<file path="src/rtl/mips_multicycle_controller.sv">
// Multicycle MIPS control unit: a 12-state FSM that sequences fetch, decode
// and execute of lw, sw, R-type, addi, beq and j. It drives the datapath
// control lines and counts retired instructions.
module mips_multicycle_controller (
    input  logic        Clk,
    input  logic        Reset,
    input  logic [5:0]  Op,
    input  logic [5:0]  Funct,
    input  logic        Zero,
    input  logic        MemReady,
    output logic        IorD,
    output logic        MemWrite,
    output logic        IRWrite,
    output logic        RegDst,
    output logic        MemtoReg,
    output logic        RegWrite,
    output logic        ALUSrcA,
    output logic        PCEn,
    output logic        Illegal,
    output logic [1:0]  ALUSrcB,
    output logic [1:0]  PCSrc,
    output logic [2:0]  ALUControl,
    output logic [3:0]  State,
    output logic [31:0] Retired
);

    typedef enum logic [3:0] {
        FETCH   = 4'd0,
        DECODE  = 4'd1,
        MEMADR  = 4'd2,
        MEMRD   = 4'd3,
        MEMWB   = 4'd4,
        MEMWR   = 4'd5,
        EXECUTE = 4'd6,
        ALUWB   = 4'd7,
        BEQ     = 4'd8,
        ADDIEX  = 4'd9,
        ADDIWB  = 4'd10,
        JUMP    = 4'd11
    } state_t;

    localparam logic [5:0] OP_LW    = 6'b100011;
    localparam logic [5:0] OP_SW    = 6'b101011;
    localparam logic [5:0] OP_RTYPE = 6'b000000;
    localparam logic [5:0] OP_BEQ   = 6'b000100;
    localparam logic [5:0] OP_ADDI  = 6'b001000;
    localparam logic [5:0] OP_J     = 6'b000010;

    localparam logic [2:0] ALU_ADD = 3'b010;
    localparam logic [2:0] ALU_SUB = 3'b110;
    localparam logic [2:0] ALU_AND = 3'b000;
    localparam logic [2:0] ALU_OR  = 3'b001;
    localparam logic [2:0] ALU_SLT = 3'b111;

    state_t state_q;
    state_t state_d;

    // Raw strobes before the reset gate, plus internal PC/branch controls.
    logic ir_write;
    logic mem_write;
    logic reg_write;
    logic illegal;
    logic pc_write;
    logic branch;
    logic retire;

    // State register; reset returns to FETCH without waiting for a clock.
    // NOTE: sequential state uses <= so every flop samples pre-edge values.
    always_ff @(posedge Clk or negedge Reset) begin
        if (!Reset) begin
            state_q <= FETCH;
        end else begin
            state_q <= state_d;
        end
    end

    // Next-state and per-state control decode.
    // NOTE: every output gets a default first so no path infers a latch.
    always_comb begin
        state_d    = FETCH;
        IorD       = 1'b0;
        mem_write  = 1'b0;
        ir_write   = 1'b0;
        RegDst     = 1'b0;
        MemtoReg   = 1'b0;
        reg_write  = 1'b0;
        ALUSrcA    = 1'b0;
        ALUSrcB    = 2'b00;
        PCSrc      = 2'b00;
        ALUControl = 3'b000;
        pc_write   = 1'b0;
        branch     = 1'b0;
        illegal    = 1'b0;
        retire     = 1'b0;

        case (state_q)
            FETCH: begin
                ALUSrcB    = 2'b01;
                ALUControl = ALU_ADD;
                ir_write   = MemReady;
                pc_write   = MemReady;
                state_d    = MemReady ? DECODE : FETCH;
            end
            DECODE: begin
                ALUSrcB    = 2'b11;
                ALUControl = ALU_ADD;
                case (Op)
                    OP_LW, OP_SW: state_d = MEMADR;
                    OP_RTYPE:     state_d = EXECUTE;
                    OP_BEQ:       state_d = BEQ;
                    OP_ADDI:      state_d = ADDIEX;
                    OP_J:         state_d = JUMP;
                    default: begin
                        illegal = 1'b1;
                        state_d = FETCH;
                    end
                endcase
            end
            MEMADR: begin
                ALUSrcA    = 1'b1;
                ALUSrcB    = 2'b10;
                ALUControl = ALU_ADD;
                state_d    = (Op == OP_LW) ? MEMRD : MEMWR;
            end
            MEMRD: begin
                IorD    = 1'b1;
                state_d = MemReady ? MEMWB : MEMRD;
            end
            MEMWB: begin
                MemtoReg  = 1'b1;
                reg_write = 1'b1;
                retire    = 1'b1;
                state_d   = FETCH;
            end
            MEMWR: begin
                IorD      = 1'b1;
                mem_write = 1'b1;
                retire    = MemReady;
                state_d   = MemReady ? FETCH : MEMWR;
            end
            EXECUTE: begin
                ALUSrcA = 1'b1;
                case (Funct)
                    6'b100000: ALUControl = ALU_ADD;
                    6'b100010: ALUControl = ALU_SUB;
                    6'b100100: ALUControl = ALU_AND;
                    6'b100101: ALUControl = ALU_OR;
                    6'b101010: ALUControl = ALU_SLT;
                    default:   ALUControl = ALU_ADD;
                endcase
                state_d = ALUWB;
            end
            ALUWB: begin
                RegDst    = 1'b1;
                reg_write = 1'b1;
                retire    = 1'b1;
                state_d   = FETCH;
            end
            BEQ: begin
                ALUSrcA    = 1'b1;
                ALUControl = ALU_SUB;
                PCSrc      = 2'b01;
                branch     = 1'b1;
                retire     = 1'b1;
                state_d    = FETCH;
            end
            ADDIEX: begin
                ALUSrcA    = 1'b1;
                ALUSrcB    = 2'b10;
                ALUControl = ALU_ADD;
                state_d    = ADDIWB;
            end
            ADDIWB: begin
                reg_write = 1'b1;
                retire    = 1'b1;
                state_d   = FETCH;
            end
            JUMP: begin
                PCSrc    = 2'b10;
                pc_write = 1'b1;
                retire   = 1'b1;
                state_d  = FETCH;
            end
            default: state_d = FETCH;
        endcase
    end

    // Write-type strobes are forced low while reset is held, whatever the
    // memory and ALU flags are doing.
    assign IRWrite  = Reset & ir_write;
    assign MemWrite = Reset & mem_write;
    assign RegWrite = Reset & reg_write;
    assign Illegal  = Reset & illegal;
    assign PCEn     = Reset & (pc_write | (branch & Zero));
    assign State    = state_q;

    // Retired-instruction counter; wraps naturally at 32 bits.
    always_ff @(posedge Clk or negedge Reset) begin
        if (!Reset) begin
            Retired <= 32'd0;
        end else if (retire) begin
            Retired <= Retired + 32'd1;
        end
    end

endmodule
</file>
<file path="config.mk">
export PLATFORM = sky130hd
export DESIGN_NAME = mips_multicycle_controller
export DESIGN_NICKNAME = d
export VERILOG_FILES = /design/src/rtl/mips_multicycle_controller.sv
export SDC_FILE = /design/constraint.sdc
export NUM_CORES = 1
export LEC_CHECK = 0
export ABC_AREA = 1
export CORE_ASPECT_RATIO = 1.1
export CORE_MARGIN = 5
export CORE_UTILIZATION = 52
export CTS_CLUSTER_DIAMETER = 200
export DETAILED_ROUTE_END_ITERATION = 8
export PLACE_DENSITY = 0.88
export SYNTH_ARGS = -nofsm -noshare
export SYNTH_HDL_FRONTEND = slang
export SYNTH_SLANG_ARGS = --single-unit
</file>
<file path="constraint.sdc">
create_clock -name Clk -period 3.6 [get_ports Clk]
set_clock_uncertainty 0.15 [all_clocks]
set_input_delay 0.54 -clock Clk [delete_from_list [all_inputs] [get_ports Clk]]
set_output_delay 0.54 -clock Clk [all_outputs]
set_load 0.01 [all_outputs]
</file>
; Yosys cells after proc, flatten, opt, wreduce, memory -nomap -nowiden
; Index checks and enable logic that the tools add are counted.
[totals]
register_bits = 36
in_bits = 16
elab_cells = 62
[classes]
n_addsub = 1
eq_ne = 20
n_mux = 22
bitwise_logic = 7
n_reduce_logical = 10
[op_table]
columns = cell, count
row1 = $eq 6x6->1 const B, 6
row2 = $add 32x1->32 const B, 1
row3 = $pmux 4 s7, 1
row4 = $pmux 4 s5, 1
row5 = $eq 4x3->1 const B, 4
row6 = $eq 4x4->1 const B, 4
row7 = $pmux 3 s4, 1
row8 = $mux 1, 11
row9 = $mux 3, 3
row10 = $pmux 3 s3, 1
row11 = $eq 4x2->1 const B, 2
row12 = $reduce_or 4->1, 2
row13 = $and 1x1->1, 6
row14 = $eq 6x2->1 const B, 1
row15 = $eq 6x3->1 const B, 1
row16 = $eq 6x4->1 const B, 1
row17 = $logic_not 6->1, 1
row18 = $pmux 2 s3, 1
row19 = $reduce_or 2->1, 3
row20 = $reduce_or 6->1, 1
row21 = $reduce_or 5->1, 1
row22 = $eq 4x1->1 const B, 1
row23 = $logic_not 4->1, 1
row24 = $pmux 1 s2, 2
row25 = other kinds (3), 3

; Longest topological paths before layout
[depth]
word_depth = 5
mapped_depth = 10
depth_no_buf = 9

; Least setup slack after synthesis
; OpenSTA, ideal clock, no wires.
[synth_timing]
kind = register to output
start = register state_q[3], in the netlist State[3]
end = output ALUControl[1]
t_arrival_ns = 1.287
required_ns = 2.910
path_slack_ns = 1.623
stages_incl_launch_ff = 8
path_buffers = 0
path_cell_list = dfrtp_1 > nor2_1 > inv_1 > nor2_1 > inv_1 > o21ai_0 > a21oi_1 > o211ai_1
[synth_via]
elab_chain_len = 3
[synth_lines]
columns = element, line_no
row1 = from (decl), 55  ; state_t state_q;
row2 = from (signal assigned), 73  ; state_q <= state_d;
row3 = $eq 4x1->1 (tied with other cells), 96  ; case (state_q)
row4 = $reduce_or 4->1 (no source line), n/a
row5 = $pmux 3 s3 *, 96
row6 = to (decl), 22  ; output logic [2:0] ALUControl,
; Every way passes the cells marked *; elsewhere a longest branch is shown, timed or not.

; Final worst setup path
[layout_timing]
start = input Op[5]
end = output Illegal
[layout_via]
elab_chain_len = 5
[layout_lines]
columns = element, line_no
row1 = from (decl), 7  ; input logic [5:0] Op,
row2 = $eq 6x6->1 (tied with other cells), 107  ; case (Op)
row3 = $reduce_or 6->1 (no source line) *, n/a
row4 = $mux 1 *, 107
row5 = $mux 1 *, 96
row6 = $and 1x1->1 *, 193  ; assign Illegal = Reset & illegal;
row7 = to (decl), 19  ; output logic Illegal,
; Marked as above.

==> metrics list <==
- Placement-stage cell area: 0.00308 mm2
* WL/cell: roughly 13 um
* Post-synth EDFFs: 0
- At the end of routability-driven placement, the weighted congestion stood at 0.918.
- Headroom to the max-slew limit came out at 0.420.
* I/O pin cnt: 68
- The repair_antennas step left the layout with diodes totalling 0.
- In the final layout, the share of cells above drive strength 1 is 0.0391.
* Synth top cells by count: sky130_fd_sc_hd__nand2_1, sky130_fd_sc_hd__inv_1, sky130_fd_sc_hd__nor2_1
- Along the worst path, the maximum fanout reaches 4.
- After clock tree synthesis, the clock-pin slew on the worst setup and hold paths is approximately 80 ps.
- Sum Neg Setup Slack: 0 ps
- Starting DRT DRC Count: 151
- CP cell instances: clkdlybuf4s50_1, nor2_1, inv_1, nor2_1, nand2_1, nand2_1, nor2_1, nand3_1, nor2_1, clkdlybuf4s50_1
* Number of maximum-capacitance constraint violations: 0
- The flow ran to the end, and the final reports show no timing, DRC or antenna violations.
- The largest total area in the synthesized netlist belongs to sky130_fd_sc_hd__dfrtp_1.
- Setup slack of the critical path after layout: 643 ps
- DRT antenna net count: 0
- Share of the synthesized area in the top cell type: 0.377
* CP startpoint kind: primary input
- Kind of critical path: primary input to output pin
* Maximum number of pins on one net before global-route repair: 48
- Once the clock tree was built, the resizer swapped 0 gates to a different size.
- Die outline area: approximately 0.006 mm2
- The netlist uses 27 different library cells.
- Maximum count of clock buffers along a single path: 2
* Post-route fraction of the period consumed by the critical path: 0.821
* Routed wire length: about 6200 um
- Total routing usage reported by global routing: 0.223
* Final HPWL DP: between 4000 and 5000 um
* Count of final max-slew check failures: 0
- In the synthesized netlist the dominant register cell turns out to be sky130_fd_sc_hd__dfrtp_1.
* Number of antenna violations at the first check in global routing: 0
- TritonCTS clock tree: yes
- The number of buffers and inverters on the critical path is 3.
- Area growth from synthesis to final layout: 33.0%
* Clock Tree Root: sky130_fd_sc_hd__clkbuf_8
- In this run the tool buffered the top-level ports with 67 buffer cells.
* IR drop worst, VDD: 0.193 mV
* Buffers inserted during post-CTS setup optimization: 0
- Worst skew pair latency: 290 ps
- Vias per cell: between 5 and 6
- Yosys instantiated no cell more often than sky130_fd_sc_hd__nand2_1.
- For this design the static power due to leakage is between 1 and 1.5 nW.
* DRC violations left: 0
- For this configuration, the core starts out at a cell density of 0.546.
- Vias in the first global route: 2443
- The first global-routing pass estimated approximately 11000 um of wire.
- The clock tree synthesis step divided the H-tree into 2 levels.
- Total power per unit cell area: 337 mW/mm2
- Number of CTS-inserted buffers: 5
- For this run, the slowest stage of the critical path takes 560 ps.
- Critical path's most frequent cell: sky130_fd_sc_hd__nor2_1
- Final Critical Period: 2960 ps
- Number of warning messages in the yosys log: 0
- Required time of the critical path: a little under 3000 ps
- Seq cells post-synth: 36
- Number of hold-slack violations in the final timing report: 0
* Cell area after technology mapping: ~0.0024 mm2
- Highest Clock Rate: between 0.3 and 0.4 GHz
- At the placement stage, the worst setup path has a slack of between 600 and 700 ps.
- The slowest stage of the critical path is the sky130_fd_sc_hd__clkdlybuf4s50_1 cell.
- Largest cells by area after synthesis: sky130_fd_sc_hd__dfrtp_1, sky130_fd_sc_hd__nand2_1, sky130_fd_sc_hd__inv_1, sky130_fd_sc_hd__nor2_1, sky130_fd_sc_hd__nand3_1
* Average size of a mapped cell: between 6 and 7 um2
* Worst Max-Slew Pin Slew: 869 ps
- Setup violations remaining at the end of the flow were counted as 0.
- Clock tree synthesis found a total of 36 sinks.
* Setup repair after global routing missed its margin: false
- Broken down by cell family, the worst path's largest delay share belongs to buffers and inverters.
- In this run, post-CTS hold repair placed 0 buffers.
- Die span in y: between 80 and 90 um
- Share of flip-flops with an asynchronous set or reset after synthesis: 1.00
- GRT overflow: 0
- Critical path endpoint category: output pin
- Summing all non-filler instances in the final layout gives an area of about 0.0032 mm2.
- Hold/Removal Path Class: primary input to async pin
* Number of standard cells after synthesis: 364
* Die extent in x: between 70 and 80 um
- Net count reported at finish: between 400 and 500
* Data arrival time at the worst-slack endpoint: between 2000 and 2500 ps
* DR vias: approximately 2500
- The floorplan has 25 rows.
* Synthesized Nets: roughly 380
* Hold_ws: between 150 and 200 ps
- Post-route core utilization: 0.726
* Proportion of synthesized chip area in sequential cells: 0.377
- Area inside the core boundary: ~0.0044 mm2
* Detailed-router iteration count before antenna repair: 5
[metal layers]
| layer | up-vias | GRT usage | routed length (um) |
|---|---|---|---|
| li1 | 1274 | - | - |
| met1 | 1169 | 0.280 | 2620 |
| met2 | 82 | 0.385 | 3130 |
| met3 | 14 | 0.0371 | 319 |
| met4 | 0 | 0.0730 | 115 |
| met5 | - | 0 | 0 |
[per-stage QoR]
step | std cells | power, mW
2_1_floorplan | 364 | 0.635
3_3_place_gp | 481 | 0.766
3_5_place_dp | 481 | 0.779
4_1_cts | 489 | 1.08
5_1_grt | 489 | 1.13
6_report | 489 | 1.07
[path summary, 6_finish.rpt]
check	start	end	slack [ps]	cells past startpoint
max	Op[5]	Illegal	640	10
min	Reset	Retired[16]	170	2
max reg2reg	State[1]	Retired[12]	1270	7
min reg2reg	Retired[5]	Retired[5]	370	1
max in group asynchronous	Reset	Retired[31]	2810	2
min in group Clk	Retired[5]	Retired[5]	370	1
[power breakdown]
group / internal (mW) / switching [mW]
clock network: 0.155 / 0.145
logic: 0.140 / 0.153
registers: 0.436 / 0.0396
[sequential cells by signal, indices dropped and copies added, names as in the netlist]
signal	cells
State	4
Retired	32
[layout by cell type (no fill, tap or decap), types with 6 or more instances in the layout]
cell type,n
sky130_fd_sc_hd__o21ai_0,6
sky130_fd_sc_hd__xnor2_1,14
sky130_fd_sc_hd__nand4_1,13
sky130_fd_sc_hd__nand3_1,27
sky130_fd_sc_hd__nor2_1,55
sky130_fd_sc_hd__dfrtp_1,36
sky130_fd_sc_hd__clkbuf_8,6
sky130_fd_sc_hd__nand2_1,123
sky130_fd_sc_hd__inv_1,55
sky130_fd_sc_hd__clkdlybuf4s50_1,66
[cells by family (layout without fill, tap and decap cells)]
group / count (synthesis) / count (layout) / share of synthesized area
and+or+nand+nor: 232 / 232 / 0.407
buffers and inverters: 61 / 132 / 0.107
xor gates and xnor gates: 17 / 17 / 0.0623
AOI/OAI and AO/OA: 17 / 17 / 0.0408
DFF: 36 / 36 / 0.377
adders and majority gates: 1 / 1 / 0.00523
[area by class of cell]
type / count / area, um2
clock buffer: 7 / 86.3
clock inverter: 1 / 7.51
fill: 361 / 1200
inverter: 56 / 210
multi-input combinational: 267 / 1230
sequential: 36 / 901
tap: 54 / 67.6
timing repair buffer: 68 / 673
[worst register-to-register path: stages (launching register included)]
cell,delay (ps)
sky130_fd_sc_hd__dfrtp_1,460
sky130_fd_sc_hd__nor2_2,210
sky130_fd_sc_hd__inv_2,80
sky130_fd_sc_hd__nand2_1,70
sky130_fd_sc_hd__nand3_2,670
sky130_fd_sc_hd__inv_1,450
sky130_fd_sc_hd__nand2_1,100
sky130_fd_sc_hd__nand2_1,90
Note: power is estimated with default switching activity, not from simulation.
